<file path="config.mk">
export PLATFORM = sky130hd
export DESIGN_NAME = fsk_zc_symbol_detector
export DESIGN_NICKNAME = d
export VERILOG_FILES = /design/src/rtl/fsk_zc_symbol_detector_pkg.sv /design/src/rtl/fsk_zc_symbol_detector_zc_hysteresis.sv /design/src/rtl/fsk_zc_symbol_detector.sv
export SDC_FILE = /design/constraint.sdc
export NUM_CORES = 1
export LEC_CHECK = 0
export CAP_MARGIN = 15
export CORE_UTILIZATION = 55
export CTS_CLUSTER_DIAMETER = 80
export DETAILED_ROUTE_END_ITERATION = 6
export GPL_TIMING_DRIVEN = 0
export HOLD_SLACK_MARGIN = 0.08
export PLACE_DENSITY = 0.79
export SYNTH_ARGS = -nofsm -noshare
export SYNTH_HDL_FRONTEND = slang
export SYNTH_SLANG_ARGS = --single-unit
</file>
<file path="constraint.sdc">
create_clock -name clk -period 7.8 [get_ports clk]
set_clock_uncertainty 0.05 [all_clocks]
set_input_delay 0.78 -clock clk [delete_from_list [all_inputs] [get_ports clk]]
set_output_delay 0.78 -clock clk [all_outputs]
set_load 0.02 [all_outputs]
</file>
<file path="src/rtl/fsk_zc_symbol_detector_pkg.sv">
// Shared FSK definitions: polarity states, alphabet-width helper and default tone-plan
// constants. The modulator uses the same constants so both ends agree on the tone spacing.
package fsk_zc_symbol_detector_pkg;

    typedef enum logic [1:0] {
        POL_UNK = 2'd0,
        POL_POS = 2'd1,
        POL_NEG = 2'd2
    } pol_e;

    localparam int DEF_SPS          = 1024;
    localparam int DEF_ZC_BASE      = 8;
    localparam int DEF_ZC_STEP_LOG2 = 2;

    // Number of index bits needed for an M-ary alphabet (M a power of two).
    function automatic int log2_m(input int m);
        int r;
        r = 0;
        for (int i = 0; i < 31; i++) begin
            if ((1 << i) < m) r = i + 1;
        end
        return r;
    endfunction

endpackage

</file>
<file path="src/rtl/fsk_zc_symbol_detector_zc_hysteresis.sv">
// Hysteresis polarity tracker: follows the sign of the sample stream only once it clears
// +/-HYST, and flags a crossing whenever the qualified polarity flips POS<->NEG.
module zc_hysteresis
    import fsk_zc_symbol_detector_pkg::*;
#(
    parameter int HYST = 6000
) (
    input  logic        clk,
    input  logic        rst,
    input  logic        sample_valid,
    input  logic [15:0] sample_i,
    output logic        zc_pulse
);

    localparam logic signed [16:0] HYST_POS = 17'(HYST);
    localparam logic signed [16:0] HYST_NEG = 17'(-HYST);

    pol_e               pol_q;
    pol_e               pol_d;
    logic signed [16:0] sample_ext;

    assign sample_ext = 17'($signed(sample_i));

    // NOTE: every always_comb output gets a default first, so no path leaves it unassigned
    // and no latch is inferred.
    always_comb begin
        pol_d = pol_q;
        if (sample_valid) begin
            if (sample_ext >= HYST_POS) begin
                pol_d = POL_POS;
            end else if (sample_ext <= HYST_NEG) begin
                pol_d = POL_NEG;
            end
        end
    end

    // Crossing is flagged in the same cycle as the sample that causes it, so the symbol
    // counter can include it even on the last sample of a symbol.
    assign zc_pulse = ((pol_q == POL_POS) && (pol_d == POL_NEG)) ||
                      ((pol_q == POL_NEG) && (pol_d == POL_POS));

    // NOTE: sequential state uses non-blocking assignments so every flop samples the
    // pre-edge values regardless of block ordering.
    always_ff @(posedge clk) begin
        if (rst) begin
            pol_q <= POL_UNK;
        end else begin
            pol_q <= pol_d;
        end
    end

endmodule

</file>
<file path="src/rtl/fsk_zc_symbol_detector.sv">
// Non-coherent FSK detector: counts hysteresis-qualified zero crossings per symbol period
// and maps the count to a tone index, emitting one decision per symbol.
module fsk_zc_symbol_detector
    import fsk_zc_symbol_detector_pkg::*;
#(
    parameter int SPS          = DEF_SPS,
    parameter int M            = 16,
    parameter int HYST         = 6000,
    parameter int ZC_BASE      = DEF_ZC_BASE,
    parameter int ZC_STEP_LOG2 = DEF_ZC_STEP_LOG2
) (
    input  logic        clk,
    input  logic        rst,
    input  logic        sample_valid,
    input  logic [15:0] sample_i,
    input  logic        sym_start,
    output logic [3:0]  sym_out,
    output logic        sym_valid,
    output logic [15:0] zc_count,
    output logic        zc_sat
);

    localparam int             CNT_W     = $clog2(SPS);
    localparam logic [CNT_W-1:0] LAST_SMP = CNT_W'(SPS - 1);
    localparam int             SYM_W     = log2_m(M);
    localparam int             MAX_IDX   = (1 << SYM_W) - 1;
    localparam int             HALF_STEP = (ZC_STEP_LOG2 > 0) ? (1 << (ZC_STEP_LOG2 - 1)) : 0;

    logic             zc_pulse;
    logic [CNT_W-1:0] samp_cnt_q, samp_cnt_d;
    logic [15:0]      zc_cnt_q, zc_cnt_d;
    logic [15:0]      zc_next;
    logic             sat_hit;
    logic [3:0]       sym_out_q, sym_out_d;
    logic             sym_valid_q, sym_valid_d;
    logic [15:0]      zc_count_q, zc_count_d;
    logic             zc_sat_q, zc_sat_d;

    zc_hysteresis #(
        .HYST(HYST)
    ) u_hyst (
        .clk         (clk),
        .rst         (rst),
        .sample_valid(sample_valid),
        .sample_i    (sample_i),
        .zc_pulse    (zc_pulse)
    );

    // Round-to-nearest tone: centre the count on tone 0, add half a step, then divide.
    function automatic logic [3:0] decide(input logic [15:0] cnt);
        logic signed [17:0] d;
        logic [17:0]        idx;
        d   = $signed({2'b00, cnt}) - $signed(18'(ZC_BASE)) + $signed(18'(HALF_STEP));
        idx = unsigned'(d) >> ZC_STEP_LOG2;
        if (d < 0) begin
            return 4'd0;
        end else if (idx > 18'(MAX_IDX)) begin
            return 4'(MAX_IDX);
        end
        return idx[3:0];
    endfunction

    assign zc_next = zc_cnt_q + {15'd0, (zc_pulse && (zc_cnt_q != 16'hFFFF))};
    assign sat_hit = zc_pulse && (zc_cnt_q >= 16'hFFFE);

    always_comb begin
        samp_cnt_d  = samp_cnt_q;
        zc_cnt_d    = zc_cnt_q;
        sym_out_d   = sym_out_q;
        sym_valid_d = 1'b0;
        zc_count_d  = zc_count_q;
        zc_sat_d    = zc_sat_q;

        if (sym_start) begin
            // Realignment discards the partial symbol; a coincident sample opens the new one.
            if (sample_valid) begin
                samp_cnt_d = CNT_W'(1);
                zc_cnt_d   = {15'd0, zc_pulse};
            end else begin
                samp_cnt_d = '0;
                zc_cnt_d   = '0;
            end
        end else if (sample_valid) begin
            zc_sat_d = zc_sat_q | sat_hit;
            if (samp_cnt_q == LAST_SMP) begin
                zc_count_d  = zc_next;
                sym_out_d   = decide(zc_next);
                sym_valid_d = 1'b1;
                samp_cnt_d  = '0;
                zc_cnt_d    = '0;
            end else begin
                samp_cnt_d = samp_cnt_q + CNT_W'(1);
                zc_cnt_d   = zc_next;
            end
        end
    end

    always_ff @(posedge clk) begin
        if (rst) begin
            samp_cnt_q  <= '0;
            zc_cnt_q    <= '0;
            sym_out_q   <= '0;
            sym_valid_q <= 1'b0;
            zc_count_q  <= '0;
            zc_sat_q    <= 1'b0;
        end else begin
            samp_cnt_q  <= samp_cnt_d;
            zc_cnt_q    <= zc_cnt_d;
            sym_out_q   <= sym_out_d;
            sym_valid_q <= sym_valid_d;
            zc_count_q  <= zc_count_d;
            zc_sat_q    <= zc_sat_d;
        end
    end

    assign sym_out   = sym_out_q;
    assign sym_valid = sym_valid_q;
    assign zc_count  = zc_count_q;
    assign zc_sat    = zc_sat_q;

endmodule

</file>
==> reports/metrics.cfg, run 1 <==
[status]
outcome = finished, final reports clean

[route]
vias = 3354
via_per_inst = 6.143
ant_nets = 0
drtIter0Drc = 221
dr.pass1.iters = 4
wl_per_cell_um = 15.81
drc_errors = 0
routed_wl_um = 8632

[logic_synthesis]
yosysMostFrequentCell = nor2_1
synth_flop_cell = dfxtp_1
synth-seq-cells = 50
synth_area_leader_cell = dfxtp_1
netlist_instances = 425
synth_area_leaders = dfxtp_1 30%, nor2_1 5.9%, xnor2_1 5.7%
synthesis.area_um2 = 3384
synth_edf_count = 0
synthTopCellsByCount = 53 x nor2_1, 50 x dfxtp_1, 31 x nand2_1
yosysSeqAreaShare = 0.2957
synth_cell_types = 71
synthesis.nets = 452
avgSynthCellArea_um2 = 7.964
yosysWarningCount = 0
synthArstFlopShare = 0
netlist.area_leader.share = 0.2957

[sta]
fin_crit_ns = 6.434
fmax_mhz = 155.4
finalCritPeriodShare = 0.8249
tightest_slew_ns = 0.8461
setup_viol = 0
rsz0062_at_grt = no
slew_headroom = 0.4319
holdWs_ns = 0.4119
slew_viol_final = 0
fin_tns_setup_ns = 0
hold_violations = 0

[global_route]
grt_usage = 0.2830
antenna_found_initial = 0
grt-ovfl-total = 0
grt_pass1_vias = 2983
grt_pass1_wl_um = 14190
grt_max_degree = 15

[floorplanning]
rows = 28
start_util = 0.5716
io_pins = 42
dieArea_um2 = 6471
fp.dieH_um = 80.45
die_w_um = 80.45
core_area_um2 = 5921

[setup_path]
path_max_fanout = 10
crit_slowest_cell = or4_4
worstPathCellList = clkdlybuf4s50_1 -> o41a_1 -> o31ai_1 -> nand2_1 -> a21oi_1 -> o211ai_1 -> o22ai_1 -> a21boi_0 -> ha_1 -> ha_1 -> nand3_1 -> xor2_1 -> ha_1 -> clkbuf_4 -> nor2_1 -> a31oi_1 -> a32oi_1 -> xnor2_1 -> o2111ai_2 -> or4_4 -> or3_4 -> o31ai_4 -> a31oi_1
arrival_ns = 6.56
r2r-end = sym_out[1]$_SDFFE_PP0P_
critPathTopFamily = compound AO/OA/AOI/OAI gates
cp_common_cell = ha_1
timing.rr.start = zc_cnt_q[9]$_SDFFE_PP0P_
start_kind = input port
path_buf_inv = 2
required_ns = 7.92
regToRegSetupSlack_ns = 1.94
worstSetupPathType = input port to flip-flop
r2r_cells = 20
cpPeakStageDelay_ns = 0.55
worst_setup_path_end_kind = flip-flop

[layout]
layout-area-overhead-vs-synth_pct = 16.67
drive_gt1_frac = 0.08280
nets = 498
post-route-util = 0.6669
instances_no_fill = 546
antenna-diode-count = 0
fillers = 515

[clock_tree]
cts_buffers = 5
cts_hold_repair.buffers = 0
cts_resized = 0
clk_latency_ns = 0.30
cts_tree = built
clockRootBuffer = clkbuf_8
htreeDepth = 2
cts.sinks = 50
post_cts_buffers = 0
clk_pin_slew_ns = 0.09
clockBufferDepth = 2

[placement]
dp.final_hpwl_um = 6512
port_buffers = 39
dp_cells = 539
gp_congestion = 0.9232

[pwr]
p_switching_w = 0.0001042
power.share.clock = 0.339
p_leak_nw = 1.421
pwr-share-comb = 0.070
p_int_w = 0.0003313
power_frac_seq = 0.591
switching_share = 0.2392
power_density_nw_per_um2 = 110.3
ir_drop_mv = 0.07899

[hold_path]
whs_path_depth = 2
min_to = zc_count[0]$_SDFFE_PP0P_
hold_start = zc_count[0]$_SDFFE_PP0P_
hold_class = flip-flop to flip-flop

[job]
drv_cap = 0

-- cells in the final DEF, fill, tap and decap left out, types with 4 or more instances in the layout --
master,n
xnor2_1,22
and4_1,4
o211ai_1,9
xor2_1,14
o21ai_0,17
and3_1,7
nand2_1,31
a311oi_1,6
nand3b_1,5
nor3_1,20
buf_6,5
a211oi_1,14
buf_4,6
inv_1,4
a31oi_1,12
ha_1,7
clkbuf_8,5
dfxtp_1,50
mux2i_1,4
nor2_1,53
a21oi_1,29
clkbuf_1,16
nand3_1,14
a22oi_1,7
nand2b_1,6
clkdlybuf4s50_1,39
nand4_1,4
-- flip-flops by register name, summed over array words and instances (netlist names) --
| name | flops |
|---|---|
| zc_count | 16 |
| u_hyst.pol_q | 2 |
| zc_cnt_q | 16 |
| zc_sat | 1 |
| sym_out | 4 |
| samp_cnt_q | 10 |
| sym_valid | 1 |
-- layer usage --
metal	global-route usage	part of all wire	vias to the layer above
li1	-	-	1659
met1	0.3534	0.46	1574
met2	0.4890	0.48	104
met3	0.04432	0.041	17
met4	0.09821	0.021	0
met5	0	0	-
-- through the flow --
stage	total power [W]	cell area (µm²)	setup WS (ns)
6_report	0.0004355	3949	1.366
5_1_grt	0.0004519	3949	0.9814
4_1_cts	0.0004409	3949	1.405
3_5_place_dp	0.0002937	3869	1.087
3_3_place_gp	0.0002928	3869	1.221
2_1_floorplan	0.0002780	3385	2.160
-- final cells by class --
cell class              count  area (µm²)  share of cell area
repair buffers             39       390.4             0.09886
clock inverters             1       7.507            0.001901
flip-flops and latches     50        1001              0.2535
clock buffers               6       72.57             0.01838
inverters                   4       15.01            0.003802
plain buffers              30       177.7             0.04499
well taps                  75       93.84             0.02376
multi-input cells         341        2191              0.5548
-- how the worst max path moves through the flow --
stage / start / to / slack (ns) / cells past startpoint
global route: sample_i[2] / sym_out[0]$_SDFFE_PP0P_ / 0.98 / 23
detailed placement: sample_i[2] / sym_out[1]$_SDFFE_PP0P_ / 1.09 / 21
global placement: sample_i[2] / sym_out[2]$_SDFFE_PP0P_ / 1.22 / 21
CTS: sample_i[2] / sym_out[1]$_SDFFE_PP0P_ / 1.41 / 21
finish: sample_i[2] / sym_out[1]$_SDFFE_PP0P_ / 1.37 / 23
floorplan: sample_i[2] / sym_out[0]$_SDFFE_PP0P_ / 2.16 / 20
-- cell families (layout without fill, tap and decap cells) --
| group | Yosys count | after routing | share of synthesized area |
|---|---|---|---|
| adder cells (fa/ha/maj) | 7 | 7 | 0.02588 |
| AO/OA/AOI/OAI | 123 | 123 | 0.2529 |
| AND/OR/NAND/NOR | 169 | 169 | 0.2558 |
| flip-flops | 50 | 50 | 0.2957 |
| XOR/XNOR | 36 | 36 | 0.09316 |
| buffers and inverters | 34 | 80 | 0.05693 |
| multiplexers | 6 | 6 | 0.01959 |
-- power by group through the flow --
stage	sequential [W]	combinational, W	clock [W]
finish	0.000257	0.0000307	0.000148
global placement	0.000263	0.0000297	0
global route	0.000257	0.0000336	0.000161
floorplan	0.000263	0.0000151	0
detailed placement	0.000263	0.0000305	0
CTS	0.000257	0.0000306	0.000153
-- tightest hold or removal path: cells and delay by family, from the launching register on --
family / cells / cell delay, ns
flops: 1 / 0.32
simple gates: 1 / 0.05
compound gates: 1 / 0.05
Power figures use the tool's default switching activity.
==> inputs of run 2 (changes only) <==
- clock period: 7.8 -> 6.35 ns (I/O delays scaled with it)
==> run 2 against run 1 <==
  * Critical path depth is 2 lower
  * Core utilization rose by 0.49 points
  * Worst hold slack got worse by 0.00054 ns
  * Highest routed layer unchanged
  * Register-to-register slack got worse by 1.3 ns
  * Setup slack got worse by 1.0 ns
==> reports/metrics.cfg, run 2 (same netlist as run 1, synthesis figures left out) <==
[status]
outcome = finished, final reports clean  ; unchanged

[layout]
final_cell_mix = 53 x nor2_1, 50 x dfxtp_1, 39 x clkdlybuf4s50_1  ; unchanged
fillers = 511  ; was 515
nets = 498  ; unchanged
instances_no_fill = 546  ; unchanged
layout-area-overhead-vs-synth_pct = 17.52  ; was 16.67%
drive_gt1_frac = 0.09342  ; was 0.08280
fin_area_um2 = 3978  ; was 3949 µm²
layout_commonest_cell = nor2_1  ; unchanged
antenna-diode-count = 0  ; unchanged
post-route-util = 0.6718  ; was 0.6669

[setup_path]
cp_common_cell = ha_1  ; unchanged
worstSetupPathType = input port to flip-flop  ; unchanged
path_max_fanout = 10  ; unchanged
required_ns = 6.47  ; was 7.92 ns
regToRegSetupSlack_ns = 0.62  ; was 1.94 ns
crit_slowest_cell = or4_4  ; unchanged
arrival_ns = 6.15  ; was 6.56 ns
worst_setup_path_end_kind = flip-flop  ; unchanged
worstPathCellList = clkdlybuf4s50_1 -> o41a_1 -> o31ai_1 -> nand2_1 -> a21oi_1 -> o211ai_1 -> o22ai_2 -> a21boi_1 -> ha_2 -> ha_1 -> nand3_1 -> xor2_2 -> ha_1 -> clkbuf_4 -> or4b_1 -> a21oi_2 -> o2111ai_2 -> or4_4 -> or3_4 -> o31ai_4 -> a31oi_1  ; was clkdlybuf4s50_1 -> o41a_1 -> o31ai_1 -> nand2_1 -> a21oi_1 -> o211ai_1 -> o22ai_1 -> a21boi_0 -> ha_1 -> ha_1 -> nand3_1 -> xor2_1 -> ha_1 -> clkbuf_4 -> nor2_1 -> a31oi_1 -> a32oi_1 -> xnor2_1 -> o2111ai_2 -> or4_4 -> or3_4 -> o31ai_4 -> a31oi_1
timing.rr.start = zc_cnt_q[9]$_SDFFE_PP0P_  ; unchanged
r2r-end = sym_out[1]$_SDFFE_PP0P_  ; unchanged
r2r_cells = 18  ; was 20
start_kind = input port  ; unchanged
cpPeakStageDelay_ns = 0.56  ; was 0.55 ns

[placement]
port_buffers = 39  ; unchanged
dp.final_hpwl_um = 6512  ; unchanged
place_area_um2 = 3869  ; unchanged
preCtsSetupSlack_ns = -0.2178  ; was 1.087 ns
dp_cells = 539  ; unchanged
gp_congestion = 0.9232  ; unchanged

[clock_tree]
clk_latency_ns = 0.30  ; about the same
cts.sinks = 50  ; unchanged
cts_hold_repair.buffers = 0  ; unchanged
cts_buffers = 5  ; unchanged
htreeDepth = 2  ; unchanged
cts_tree = built  ; unchanged
clockBufferDepth = 2  ; unchanged
post_cts_buffers = 0  ; unchanged
clockRootBuffer = clkbuf_8  ; unchanged
clk_pin_slew_ns = 0.09  ; about the same
cts_resized = 0  ; unchanged

[global_route]
grt_pass1_vias = 2983  ; unchanged
grt-ovfl-total = 0  ; unchanged
antenna_found_initial = 0  ; unchanged
grt_max_degree = 15  ; unchanged
grt_pass1_wl_um = 14190  ; unchanged
grt_usage = 0.2830  ; unchanged

[pwr]
power_frac_seq = 0.590  ; was 0.591
p_int_w = 0.0004072  ; was 0.0003313 W
power.share.clock = 0.339  ; about the same
p_switching_w = 0.0001284  ; was 0.0001042 W
switching_share = 0.2397  ; was 0.2392
ir_drop_mv = 0.09705  ; was 0.07899 mV
power_density_nw_per_um2 = 134.6  ; was 110.3 nW/µm²
p_leak_nw = 1.422  ; was 1.421 nW
fin_total_pwr_w = 0.0005355  ; was 0.0004355 W
pwr-share-comb = 0.071  ; was 0.070

[route]
drtIter0Drc = 209  ; was 221
ant_nets = 0  ; unchanged
routed_wl_um = 8621  ; was 8632 µm
wl_per_cell_um = 15.79  ; was 15.81 µm
via_per_inst = 6.088  ; was 6.143
vias = 3324  ; was 3354
drc_errors = 0  ; unchanged
dr.pass1.iters = 5  ; was 4

[sta]
fin_crit_ns = 6.030
slew_headroom = 0.4430  ; was 0.4319
fmax_mhz = 165.8
setup_viol = 0  ; unchanged
fin_ws_ns = 0.3199  ; was 1.366 ns
rsz0062_at_grt = no  ; unchanged
hold_violations = 0  ; unchanged
finalCritPeriodShare = 0.9496
slew_viol_final = 0  ; unchanged
tightest_slew_ns = 0.8296  ; was 0.8461 ns

[hold_path]
hold_class = flip-flop to flip-flop  ; unchanged
min_to = zc_count[0]$_SDFFE_PP0P_  ; unchanged
whs_path_depth = 2  ; unchanged
hold_start = zc_count[0]$_SDFFE_PP0P_  ; unchanged

[floorplanning]
core_area_um2 = 5921  ; unchanged
rows = 28  ; unchanged
start_util = 0.5716  ; unchanged
die_w_um = 80.45  ; unchanged
fp.dieH_um = 80.45  ; unchanged
io_pins = 42  ; unchanged
dieArea_um2 = 6471  ; unchanged

[job]
drv_cap = 0  ; unchanged

-- run 2: cell count changes in the layout (fill, tap and decap cells not counted) --
cell	previous run	this run
a21boi_0	1	0
a21boi_1	1	2
ha_1	7	6
ha_2	0	1
o22ai_1	1	0
o22ai_2	0	1
o31ai_1	2	1
o31ai_2	0	1
xnor2_1	22	21
xnor2_2	0	1
xor2_1	14	13
xor2_2	0	1
-- run 2: how the worst max path moves through the flow --
| stage | slack, ns | startpoint | endpoint | depth (start not counted) |
|---|---|---|---|---|
| 2_1_floorplan | 0.86 | sample_i[2] | sym_out[0]$_SDFFE_PP0P_ | 20 |
| 3_3_place_gp | -0.08 | sample_i[2] | sym_out[2]$_SDFFE_PP0P_ | 21 |
| 3_5_place_dp | -0.22 | sample_i[2] | sym_out[1]$_SDFFE_PP0P_ | 21 |
| 4_1_cts | 0.10 | sample_i[2] | sym_out[1]$_SDFFE_PP0P_ | 21 |
| 5_1_grt | 0.03 | sample_i[2] | sym_out[0]$_SDFFE_PP0P_ | 21 |
| 6_report | 0.32 | sample_i[2] | sym_out[1]$_SDFFE_PP0P_ | 21 |
-- run 2: final cells by class --
type	count	area, µm²	area share
multi-input cells	341	2220	0.5580
flip-flops and latches	50	1001	0.2517
repair buffers	39	390.4	0.09814
plain buffers	30	177.7	0.04467
well taps	75	93.84	0.02359
clock buffers	6	72.57	0.01824
inverters	4	15.01	0.003775
clock inverters	1	7.507	0.001887
-- run 2: worst max-delay path, delay by kind of cell --
family / cells / cell delay, ns
xor gates and xnor gates: 1 / 0.24
buffers and inverters: 2 / 0.59
AOI/OAI and AO/OA: 10 / 2.26
adders and majority gates: 3 / 0.72
and+or+nand+nor: 5 / 1.70
-- run 2: power groups by stage --
stage | Sequential [W] | Combinational, W | Clock (W)
4_1_cts | 0.000316 | 0.0000376 | 0.000188
5_1_grt | 0.000316 | 0.0000417 | 0.000198
6_report | 0.000316 | 0.0000379 | 0.000182
2_1_floorplan | 0.000323 | 0.0000186 | 0
3_3_place_gp | 0.000323 | 0.0000365 | 0
3_5_place_dp | 0.000323 | 0.0000375 | 0
-- run 2: per-stage QoR --
step	TNS [ns]	hold slack (ns)
6_report	0	0.4113
5_1_grt	0	0.4544
4_1_cts	0	0.4172
3_5_place_dp	-0.8372	0.4040
3_3_place_gp	-0.3227	0.3928
2_1_floorplan	0	0.3943
-- run 2: layer usage --
metal | vias up | share of wire | track usage
met1 | 1526 | 0.45 | 0.3534
met4 | 0 | 0.025 | 0.09821
met5 | - | 0 | 0
li1 | 1654 | - | -
met2 | 122 | 0.48 | 0.4890
met3 | 22 | 0.048 | 0.04432
==> inputs of run 3 (changes only) <==
- CAP_MARGIN: 15 -> 20
- SLEW_MARGIN: not set -> 15
==> results of run 3 <==
No change in the layout: final DEF, timing and power equal those of run 2.
